**config.mk**
```make
export PLATFORM = sky130hd
export DESIGN_NAME = status_frame_decoder_flat
export DESIGN_NICKNAME = d
export VERILOG_FILES = /design/src/rtl/coms_pkg.sv /design/src/rtl/status_frame_decoder_if.sv /design/src/rtl/crc16_d8.sv /design/src/rtl/status_frame_decoder.sv /design/src/flat_wrapper.sv
export SDC_FILE = /design/constraint.sdc
export NUM_CORES = 2
export LEC_CHECK = 0
export ABC_AREA = 0
export BUFFER_PORTS_ARGS = -buffer_cell sky130_fd_sc_hd__buf_4
export CELL_PAD_IN_SITES_DETAIL_PLACEMENT = 1
export CELL_PAD_IN_SITES_GLOBAL_PLACEMENT = 1
export CORE_MARGIN = 3
export CORE_UTILIZATION = 32
export DETAILED_ROUTE_END_ITERATION = 12
export PLACE_DENSITY_LB_ADDON = 0.1
export SLEW_MARGIN = 15
export SYNTH_ARGS = -nofsm -noshare
export SYNTH_HDL_FRONTEND = slang
export SYNTH_SLANG_ARGS = --single-unit
```
**constraint.sdc**
```tcl
create_clock -name CLK -period 3.4 [get_ports CLK]
set_input_delay 0.68 -clock CLK [delete_from_list [all_inputs] [get_ports CLK]]
set_output_delay 0.68 -clock CLK [all_outputs]
set_load 0.01 [all_outputs]
```
**src/rtl/coms_pkg.sv**
```systemverilog
// Shared definitions for the motor-board UART link: status frame layout, CRC16 step function
// and the receive deframer state encoding.
package coms_pkg;

    localparam logic [31:0] STATUS_MAGIC       = 32'h1CEB00DA;
    localparam int unsigned STATUS_FRAME_LEN   = 21;
    localparam int unsigned STATUS_PAYLOAD_LEN = 15;

    // CRC16 x^16+x^15+x^2+1, one byte per call, first serial bit is data[7].
    function automatic logic [15:0] nextCRC16_D8(input logic [7:0] data, input logic [15:0] crc);
        logic [15:0] c;
        c = crc;
        for (int i = 7; i >= 0; i--) begin
            if (c[15] ^ data[i]) begin
                c = {c[14:0], 1'b0} ^ 16'h8005;
            end else begin
                c = {c[14:0], 1'b0};
            end
        end
        return c;
    endfunction

    localparam logic [15:0] CRC_AFTER_MAGIC =
        nextCRC16_D8(8'hDA, nextCRC16_D8(8'h00, nextCRC16_D8(8'hEB,
        nextCRC16_D8(8'h1C, 16'hFFFF))));

    typedef enum logic [2:0] {
        StHunt,
        StBody,
        StCrcHi,
        StCrcLo,
        StCommit
    } sfd_state_e;

endpackage

```
**src/rtl/status_frame_decoder_if.sv**
```systemverilog
// Byte stream from uart_rx into the status deframer.
interface status_frame_decoder_if;
    logic       rx_data_ready;
    logic [7:0] rx_data;

    modport master (output rx_data_ready, output rx_data);
    modport slave  (input rx_data_ready, input rx_data);
endinterface

```
**src/rtl/crc16_d8.sv**
```systemverilog
// Registered CRC16 accumulator: loads init_value on init, folds in one byte per enable.
module crc16_d8
    import coms_pkg::*;
(
    input  logic        CLK,
    input  logic        reset_n,
    input  logic        init,
    input  logic [15:0] init_value,
    input  logic        enable,
    input  logic [7:0]  data,
    output logic [15:0] crc
);

    logic [15:0] crc_q;

    always_ff @(posedge CLK) begin
        if (!reset_n) begin
            crc_q <= '0;
        end else if (init) begin
            crc_q <= init_value;
        end else if (enable) begin
            crc_q <= nextCRC16_D8(data, crc_q);
        end
    end

    assign crc = crc_q;

endmodule

```
**src/rtl/status_frame_decoder.sv**
```systemverilog
// STATUS frame deframer: hunts the magic number, checks CRC16 and commits per-motor telemetry.
module status_frame_decoder
    import coms_pkg::*;
#(
    parameter int unsigned NUMBER_OF_MOTORS = 6,
    parameter int unsigned TIMEOUT_CYCLES   = 50000
) (
    input  logic                   CLK,
    input  logic                   reset_n,
    status_frame_decoder_if.slave  rx,
    output logic signed [31:0]     position     [NUMBER_OF_MOTORS],
    output logic signed [31:0]     velocity     [NUMBER_OF_MOTORS],
    output logic signed [31:0]     displacement [NUMBER_OF_MOTORS],
    output logic        [15:0]     current      [NUMBER_OF_MOTORS],
    output logic                   frame_valid,
    output logic        [7:0]      frame_motor,
    output logic                   crc_error,
    output logic                   id_error,
    output logic                   timeout_error,
    output logic        [15:0]     good_frame_count,
    output logic        [15:0]     bad_frame_count
);

    localparam int unsigned       TIMER_W   = $clog2(TIMEOUT_CYCLES + 1);
    localparam logic [TIMER_W-1:0] TIMER_MAX = TIMER_W'(TIMEOUT_CYCLES);
    localparam logic [3:0]        LAST_BODY = 4'(STATUS_PAYLOAD_LEN - 1);

    sfd_state_e         state_q;
    // Only the three most recent bytes matter; the fourth comes straight from rx_data.
    logic [23:0]        hunt_q;
    logic [3:0]         count_q;
    logic [7:0]         payload_q [STATUS_PAYLOAD_LEN];
    logic [7:0]         crc_hi_q;
    logic               crc_ok_q;
    logic [TIMER_W-1:0] timer_q;

    logic        strobe;
    logic        magic_hit;
    logic        in_frame;
    logic        timed_out;
    logic        crc_en;
    logic [15:0] crc;
    logic        id_in_range;

    assign strobe      = rx.rx_data_ready;
    assign magic_hit   = (state_q == StHunt) && strobe && ({hunt_q, rx.rx_data} == STATUS_MAGIC);
    assign in_frame    = (state_q == StBody) || (state_q == StCrcHi) || (state_q == StCrcLo);
    assign timed_out   = in_frame && (timer_q == TIMER_MAX);
    assign crc_en      = (state_q == StBody) && strobe && !timed_out;
    assign id_in_range = 32'(payload_q[0]) < NUMBER_OF_MOTORS;

    crc16_d8 u_crc (
        .CLK        (CLK),
        .reset_n    (reset_n),
        .init       (magic_hit),
        .init_value (CRC_AFTER_MAGIC),
        .enable     (crc_en),
        .data       (rx.rx_data),
        .crc        (crc)
    );

    always_ff @(posedge CLK) begin
        if (!reset_n) begin
            state_q          <= StHunt;
            hunt_q           <= '0;
            count_q          <= '0;
            crc_hi_q         <= '0;
            crc_ok_q         <= 1'b0;
            timer_q          <= '0;
            frame_valid      <= 1'b0;
            frame_motor      <= '0;
            crc_error        <= 1'b0;
            id_error         <= 1'b0;
            timeout_error    <= 1'b0;
            good_frame_count <= '0;
            bad_frame_count  <= '0;
            for (int i = 0; i < int'(STATUS_PAYLOAD_LEN); i++) begin
                payload_q[i] <= '0;
            end
            for (int m = 0; m < int'(NUMBER_OF_MOTORS); m++) begin
                position[m]     <= '0;
                velocity[m]     <= '0;
                displacement[m] <= '0;
                current[m]      <= '0;
            end
        end else begin
            frame_valid   <= 1'b0;
            crc_error     <= 1'b0;
            id_error      <= 1'b0;
            timeout_error <= 1'b0;

            if (timed_out) begin
                // A byte landing on the timeout cycle becomes the first hunt byte.
                timeout_error   <= 1'b1;
                bad_frame_count <= bad_frame_count + 16'd1;
                hunt_q          <= strobe ? {16'h0000, rx.rx_data} : 24'h000000;
                timer_q         <= '0;
                state_q         <= StHunt;
            end else begin
                if (in_frame) begin
                    timer_q <= strobe ? '0 : timer_q + 1'b1;
                end
                unique case (state_q)
                    StHunt: begin
                        if (strobe) begin
                            hunt_q <= {hunt_q[15:0], rx.rx_data};
                        end
                        if (magic_hit) begin
                            count_q <= '0;
                            timer_q <= '0;
                            state_q <= StBody;
                        end
                    end
                    StBody: begin
                        if (strobe) begin
                            payload_q[count_q] <= rx.rx_data;
                            count_q            <= count_q + 4'd1;
                            if (count_q == LAST_BODY) begin
                                state_q <= StCrcHi;
                            end
                        end
                    end
                    StCrcHi: begin
                        if (strobe) begin
                            crc_hi_q <= rx.rx_data;
                            state_q  <= StCrcLo;
                        end
                    end
                    StCrcLo: begin
                        if (strobe) begin
                            crc_ok_q <= ({crc_hi_q, rx.rx_data} == crc);
                            state_q  <= StCommit;
                        end
                    end
                    StCommit: begin
                        if (!crc_ok_q) begin
                            crc_error       <= 1'b1;
                            bad_frame_count <= bad_frame_count + 16'd1;
                        end else if (!id_in_range) begin
                            id_error        <= 1'b1;
                            bad_frame_count <= bad_frame_count + 16'd1;
                        end else begin
                            for (int m = 0; m < int'(NUMBER_OF_MOTORS); m++) begin
                                if (payload_q[0] == 8'(m)) begin
                                    position[m]     <= {payload_q[1], payload_q[2],
                                                        payload_q[3], payload_q[4]};
                                    velocity[m]     <= {payload_q[5], payload_q[6],
                                                        payload_q[7], payload_q[8]};
                                    displacement[m] <= {payload_q[9], payload_q[10],
                                                        payload_q[11], payload_q[12]};
                                    current[m]      <= {payload_q[13], payload_q[14]};
                                end
                            end
                            frame_motor      <= payload_q[0];
                            frame_valid      <= 1'b1;
                            good_frame_count <= good_frame_count + 16'd1;
                        end
                        hunt_q  <= strobe ? {16'h0000, rx.rx_data} : 24'h000000;
                        state_q <= StHunt;
                    end
                    default: state_q <= StHunt;
                endcase
            end
        end
    end

endmodule

```
**src/flat_wrapper.sv**
```systemverilog
// flat-port wrapper written by rule: the top's interface ports become plain ports
module status_frame_decoder_flat import coms_pkg::*;
#(
    parameter int unsigned NUMBER_OF_MOTORS = 6,
    parameter int unsigned TIMEOUT_CYCLES   = 50000
)
  (CLK, reset_n, position, velocity, displacement, current, frame_valid, frame_motor, crc_error, id_error, timeout_error, good_frame_count, bad_frame_count, rx_rx_data_ready, rx_rx_data);
  status_frame_decoder_if rx_i ();
  input  logic CLK;
  input  logic reset_n;
  output logic signed [31:0] position[NUMBER_OF_MOTORS];
  output logic signed [31:0] velocity[NUMBER_OF_MOTORS];
  output logic signed [31:0] displacement[NUMBER_OF_MOTORS];
  output logic        [15:0] current[NUMBER_OF_MOTORS];
  output logic frame_valid;
  output logic        [7:0] frame_motor;
  output logic crc_error;
  output logic id_error;
  output logic timeout_error;
  output logic        [15:0] good_frame_count;
  output logic        [15:0] bad_frame_count;
  input wire logic [$bits(rx_i.rx_data_ready)-1:0] rx_rx_data_ready;
  input wire logic [$bits(rx_i.rx_data)-1:0] rx_rx_data;
  assign rx_i.rx_data_ready = rx_rx_data_ready;
  assign rx_i.rx_data = rx_rx_data;
  status_frame_decoder #(.NUMBER_OF_MOTORS(NUMBER_OF_MOTORS), .TIMEOUT_CYCLES(TIMEOUT_CYCLES)) u_core (.CLK(CLK), .reset_n(reset_n), .rx(rx_i), .position(position), .velocity(velocity), .displacement(displacement), .current(current), .frame_valid(frame_valid), .frame_motor(frame_motor), .crc_error(crc_error), .id_error(id_error), .timeout_error(timeout_error), .good_frame_count(good_frame_count), .bad_frame_count(bad_frame_count));
endmodule
```
[Word level (Yosys, flattened, before mapping)]
Memories as Yosys holds them, arrays and structs flattened.
Cells that the tools add are included.
Word-level totals
  logic and storage cells: 182
  bits in registers: 788
  memories: 1
  bits in writable memories: 120
  output and inout bits: 716
  input port bits: 11
Memories
  u_core.payload_q: words 15, width 8, read ports 15, clocked after Yosys merged registers in 0, wr ports 15, line status_frame_decoder.sv:32  | logic [7:0] payload_q [STATUS_PAYLOAD_LEN];
Operators by class
  reductions and logical operators: 32
  magnitude comparators: 1
  add/sub/neg operators: 4
  equal/unequal tests: 20
  multiplexer cells: 65
  bitwise logic cells: 20
Operators by type and width (count)
  $mux 16: 37
  $add 16x1->16 const B: 3
  $mux 24: 2
  $pmux 24 s2: 1
  $reduce_and 5->1: 7
  $eq 32x29->1 const B: 1
  $mux 14: 2
  $not 3->3: 8
  $eq 16x16->1: 1
  $eq 16x16->1 const B: 1
  $eq 8x2->1 const B: 2
  $eq 8x3->1 const B: 2
  $mux 8: 2
  $mux 3: 5
  $mux 4: 3
  $pmux 3 s4: 1
  $mux 1: 11
  $eq 8x1->1 const B: 1
  $logic_not 8->1: 1
  $lt 8x3->1 const B: 1
  $ne 2x2->1 const B: 4
  $pmux 4 s2: 1
  $reduce_and 4->1: 2
  $reduce_or 8->1: 1
  other kinds (21): 42

[Depth between registers and ports, before layout]
  depth after elaboration: 43
  depth in mapped cells: 10
  gate-level depth less buffers: 8

[By module]
Synthesis repeated with hierarchy kept, for this count alone.
Second synthesis, totals
  cells, all modules: 3874
  area total of the unflattened synthesis: 33583.5 um^2
By module, submodules not included
  status_frame_decoder: area each 32592.5 um^2, instances 1, cells each 3765
  crc16_d8: area each 991.0 um^2, instances 1, cells each 109

[Worst setup path before layout]
Ideal clock, no wire load.
  kind: input port to flip-flop
  start point: in rx_rx_data_ready
  end point: mem u_core.payload_q[10][0], enable pin
  cell stages on the path: 6
  arrival: 2203 ps
  path slack: 813 ps
  library setup time: 384 ps
  buffers on the path: 1
  cells stage by stage: buf_2 > nand3b_1 > nor2_1 > a21boi_2 > nand3_1 > o21ai_0
RTL lines
  start: declaration: line flat_wrapper.sv:22  | input wire logic [$bits(rx_i.rx_data_ready)-1:0] rx_rx_data_ready;
  end: declaration: line status_frame_decoder.sv:32

==> results_tabular.tex <==
\begin{tabular}{lr}
\hline
Metric & Value \\
\hline
\multicolumn{2}{l}{\textbf{Routing}} \\
\quad Detailed-route DRC error count & 0 \\
\quad Routed via count & 28400 \\
\quad Drt pass-1 iters & 4 \\
\quad Antenna Violating Nets Remaining & 0 \\
\quad Iteration-0 DRC count of the detailed router & 1417 \\
\quad Via-to-Cell Ratio & 4.82 \\
\quad Total wirelength of the detailed-routed design & 139 mm \\
\quad Routed length per placed instance & roughly 24 um \\
\multicolumn{2}{l}{\textbf{Die}} \\
\quad Die Wd & $\sim$330 um \\
\quad I/O pin count & around 730 \\
\quad Die Ht & 335 um \\
\quad Area of the core region & roughly 110000 um2 \\
\quad Row cnt & 120 \\
\quad Starting utilization of the core area & 32.3\% \\
\quad Die Area & between 100000 and 150000 um2 \\
\multicolumn{2}{l}{\textbf{Final layout}} \\
\quad Post-route core utilization & between 40\% and 50\% \\
\quad Leading cell type in the layout, fill and taps excluded & sky130\_fd\_sc\_hd\_\_nand2\_1 \\
\quad Share of cells above drive strength 1 & 22.0\% \\
\quad Final cell area excluding filler cells & 44900 um2 \\
\quad Area growth from synthesis to final layout & 29.6\% \\
\quad Commonest cells after routing, fill and taps aside & 1381 x sky130\_fd\_sc\_hd\_\_nand2\_1, 788 x sky130\_fd\_sc\_hd\_\_dfxtp\_1, 773 x sky130\_fd\_sc\_hd\_\_buf\_4 \\
\quad Count of nets after finishing & 4427 \\
\multicolumn{2}{l}{\textbf{Min path}} \\
\quad Hold Crit Class & input port to flop \\
\quad Worst hold path cell count & 2 \\
\multicolumn{2}{l}{\textbf{GRT}} \\
\quad Global-route wire length before repair & 200 mm \\
\quad GRT Resource Usage Total & 24.0\% \\
\quad Remaining Overflow, GRT & 0 \\
\quad Antenna violations before repair & 5 \\
\quad Maximum number of pins on one net before global-route repair & between 150 and 200 \\
\quad Number of global-route vias before repair & 28300 \\
\multicolumn{2}{l}{\textbf{STA}} \\
\quad Worst max-slew margin expressed relative to the limit & 23.1\% \\
\quad Sum of negative setup slack & 0 ns \\
\quad Tcrit/Tclk final & 86.5\% \\
\quad Worst-case hold slack & 0.411 ns \\
\quad Final Hold Fails & 0 \\
\quad Post-layout minimum cycle time & 2.94 ns \\
\quad Max Slew Vio Count & 0 \\
\quad Total of endpoints with negative setup slack in the final report & 0 \\
\quad Fmax & 340 MHz \\
\quad Least-Margin Pin Slew & 1.15 ns \\
\quad Setup repair after global routing missed its margin & false \\
\quad Worst Clk Skew & around 0.033 ns \\
\multicolumn{2}{l}{\textbf{Critical path}} \\
\quad Crit Path Class & flop to flop \\
\quad Required time at the endpoint of the critical path & 3.98 ns \\
\quad Logic depth of the worst register-to-register path & 7 \\
\quad Worst setup SP type & flop \\
\quad Data arrival time at the worst-slack endpoint & about 3.5 ns \\
\quad Worst Setup End Kind & flop \\
\quad Critical path fanouts, max & 27 \\
\multicolumn{2}{l}{\textbf{Pwr}} \\
\quad Total leakage power & 17.0 nW \\
\quad Total power & 23.0 mW \\
\quad Largest vdd supply drop & roughly 0.36 mV \\
\quad Power per Cell Area & 513 nW/um2 \\
\multicolumn{2}{l}{\textbf{Synthesis}} \\
\quad Leading post-synthesis cells by cell area & sky130\_fd\_sc\_hd\_\_dfxtp\_1 46\%, sky130\_fd\_sc\_hd\_\_nand2\_1 15\%, sky130\_fd\_sc\_hd\_\_edfxtp\_1 10\% \\
\quad Main flop type after synthesis & sky130\_fd\_sc\_hd\_\_dfxtp\_1 \\
\quad Net count of the mapped netlist & 3797 \\
\quad Synthesis-stage register bit count & 908 \\
\quad Cell type contributing the most total cell area after synthesis & sky130\_fd\_sc\_hd\_\_dfxtp\_1 \\
\quad Number of warnings issued by yosys & 0 \\
\quad Async set-or-reset flop fraction in the synthesized netlist & 0\% \\
\quad Total standard cell area after synthesis & approximately 35000 um2 \\
\quad Number of enable-type register cells in the synthesized netlist & 120 \\
\quad Post-synthesis cell type count & 60 \\
\quad Share of synthesized area occupied by flip-flops and latches & between 50\% and 60\% \\
\quad Synth top area share & 45.6\% \\
\quad Mean instance size in the synthesized netlist & slightly above 9 um2 \\
\quad Cell count after synthesis & $\sim$3800 \\
\multicolumn{2}{l}{\textbf{CTS}} \\
\quad Post-CTS Resized & 0 \\
\quad Number of clock sinks & 908 \\
\quad Register clock-pin slew on the reported worst setup and hold paths & about 0.060 ns \\
\quad CTS tree & done \\
\quad Number of levels in the clock H-tree & 3 \\
\quad Clock network latency to the later pin of the worst-skew pair & 0.67 ns \\
\quad Clk buf depth & 3 \\
\quad Post-CTS Setup Repair Bufs & 0 \\
\quad Cell at the root of the clock tree & sky130\_fd\_sc\_hd\_\_clkbuf\_16 \\
\quad Hold buffers post-CTS & 0 \\
\quad Number of clock buffers inserted by TritonCTS & 106 \\
\multicolumn{2}{l}{\textbf{Place}} \\
\quad Gp weighted congestion & between 0.7 and 0.8 \\
\quad Post-Place Cell Area & between 40000 and 50000 um2 \\
\quad DP Wirelength & 93.8 mm \\
\quad Number of buffers added on ports & 726 \\
\multicolumn{2}{l}{\textbf{Flow run}} \\
\quad Number of max-capacitance violations reported & 0 \\
\multicolumn{2}{l}{\textbf{Outcome}} \\
\quad Outcome & finished, final reports clean \\
\hline
\end{tabular}
## where the power goes
group | internal, mW | leakage, nW | switching [mW] | total [mW]
combinational | 0.195 | 7.81 | 0.275 | 0.470
clock | 6.70 | 1.71 | 4.64 | 11.3
sequential | 10.9 | 7.48 | 0.251 | 11.2
total | 17.8 | 17.0 | 5.17 | 23.0
## per-stage QoR
stage,worst slack (ns),std cells
after floorplan,0.813,3778
after detailed placement,0.396,5703
final,0.459,5900
after CTS,0.400,5899
after global placement,0.428,5703
after global routing,0.267,5899
## path summary, 6_finish.rpt
check | start | end | slack [ns]
worst max-delay path | u_core.payload_q[0][3] | u_core.displacement[171] | 0.46
worst min-delay path | reset_n | u_core.bad_frame_count[1] | 0.41
worst max register to register | u_core.payload_q[0][3] | u_core.displacement[171] | 0.46
worst min register to register | u_core.velocity[14] | u_core.velocity[14] | 0.45
## area by class of cell
cell class              count  area, um2
well taps                1403       1760
fillers                 12400      62400
flip-flops and latches    908      19400
clock buffers             160       3130
multi-input cells        2595      14100
clock inverters            36        327
diodes                      1       2.50
inverters                   7       26.3
repair buffers            790       6140
## Yosys cell counts (all sizes together), types with 19 or more instances
master  number
nand2     1383
dfxtp      788
a21boi     681
clkbuf     187
and2       154
edfxtp     120
buf         81
xnor2       60
nor2        44
nor2b       35
nand3       27
a22oi       23
nand4       22
nor3        19
xor2        19
## flip-flops by register name, summed over array words and instances, names as in the netlist, 24 cells and up
| signal | cells |
|---|---|
| u_core.current | 96 |
| u_core.displacement | 192 |
| u_core.hunt_q | 24 |
| u_core.payload_q | 120 |
| u_core.position | 192 |
| u_core.velocity | 192 |
## kinds of logic after synthesis
| family | after synthesis | share of synthesized area (%) |
|---|---|---|
| AOI/OAI and AO/OA | 744 | 16.2 |
| buffers and inverters | 275 | 3.54 |
| adders and majority gates | 8 | 0.289 |
| xor gates and xnor gates | 82 | 2.19 |
| DFF | 908 | 56.0 |
| and+or+nand+nor | 1752 | 21.5 |
| muxes | 9 | 0.260 |
## critical path, stage by stage (launching register included)
cell and delay [ns]:
sky130_fd_sc_hd__edfxtp_1 0.45, sky130_fd_sc_hd__nor4b_2 0.42, sky130_fd_sc_hd__nand4_2 0.33, sky130_fd_sc_hd__nor2_1 0.43
sky130_fd_sc_hd__and2_4 0.55, sky130_fd_sc_hd__buf_4 0.36, sky130_fd_sc_hd__nand2_1 0.08, sky130_fd_sc_hd__a21boi_0 0.19
## layer usage
layer	GRT usage, %	vias to the layer above	wire length, um
li1	-	13600	-
met1	29.9	13900	60100
met2	39.9	694	64900
met3	5.51	209	8240
met4	10.1	0	6010
met5	0	-	0
Note: power is estimated with default switching activity, not from simulation.
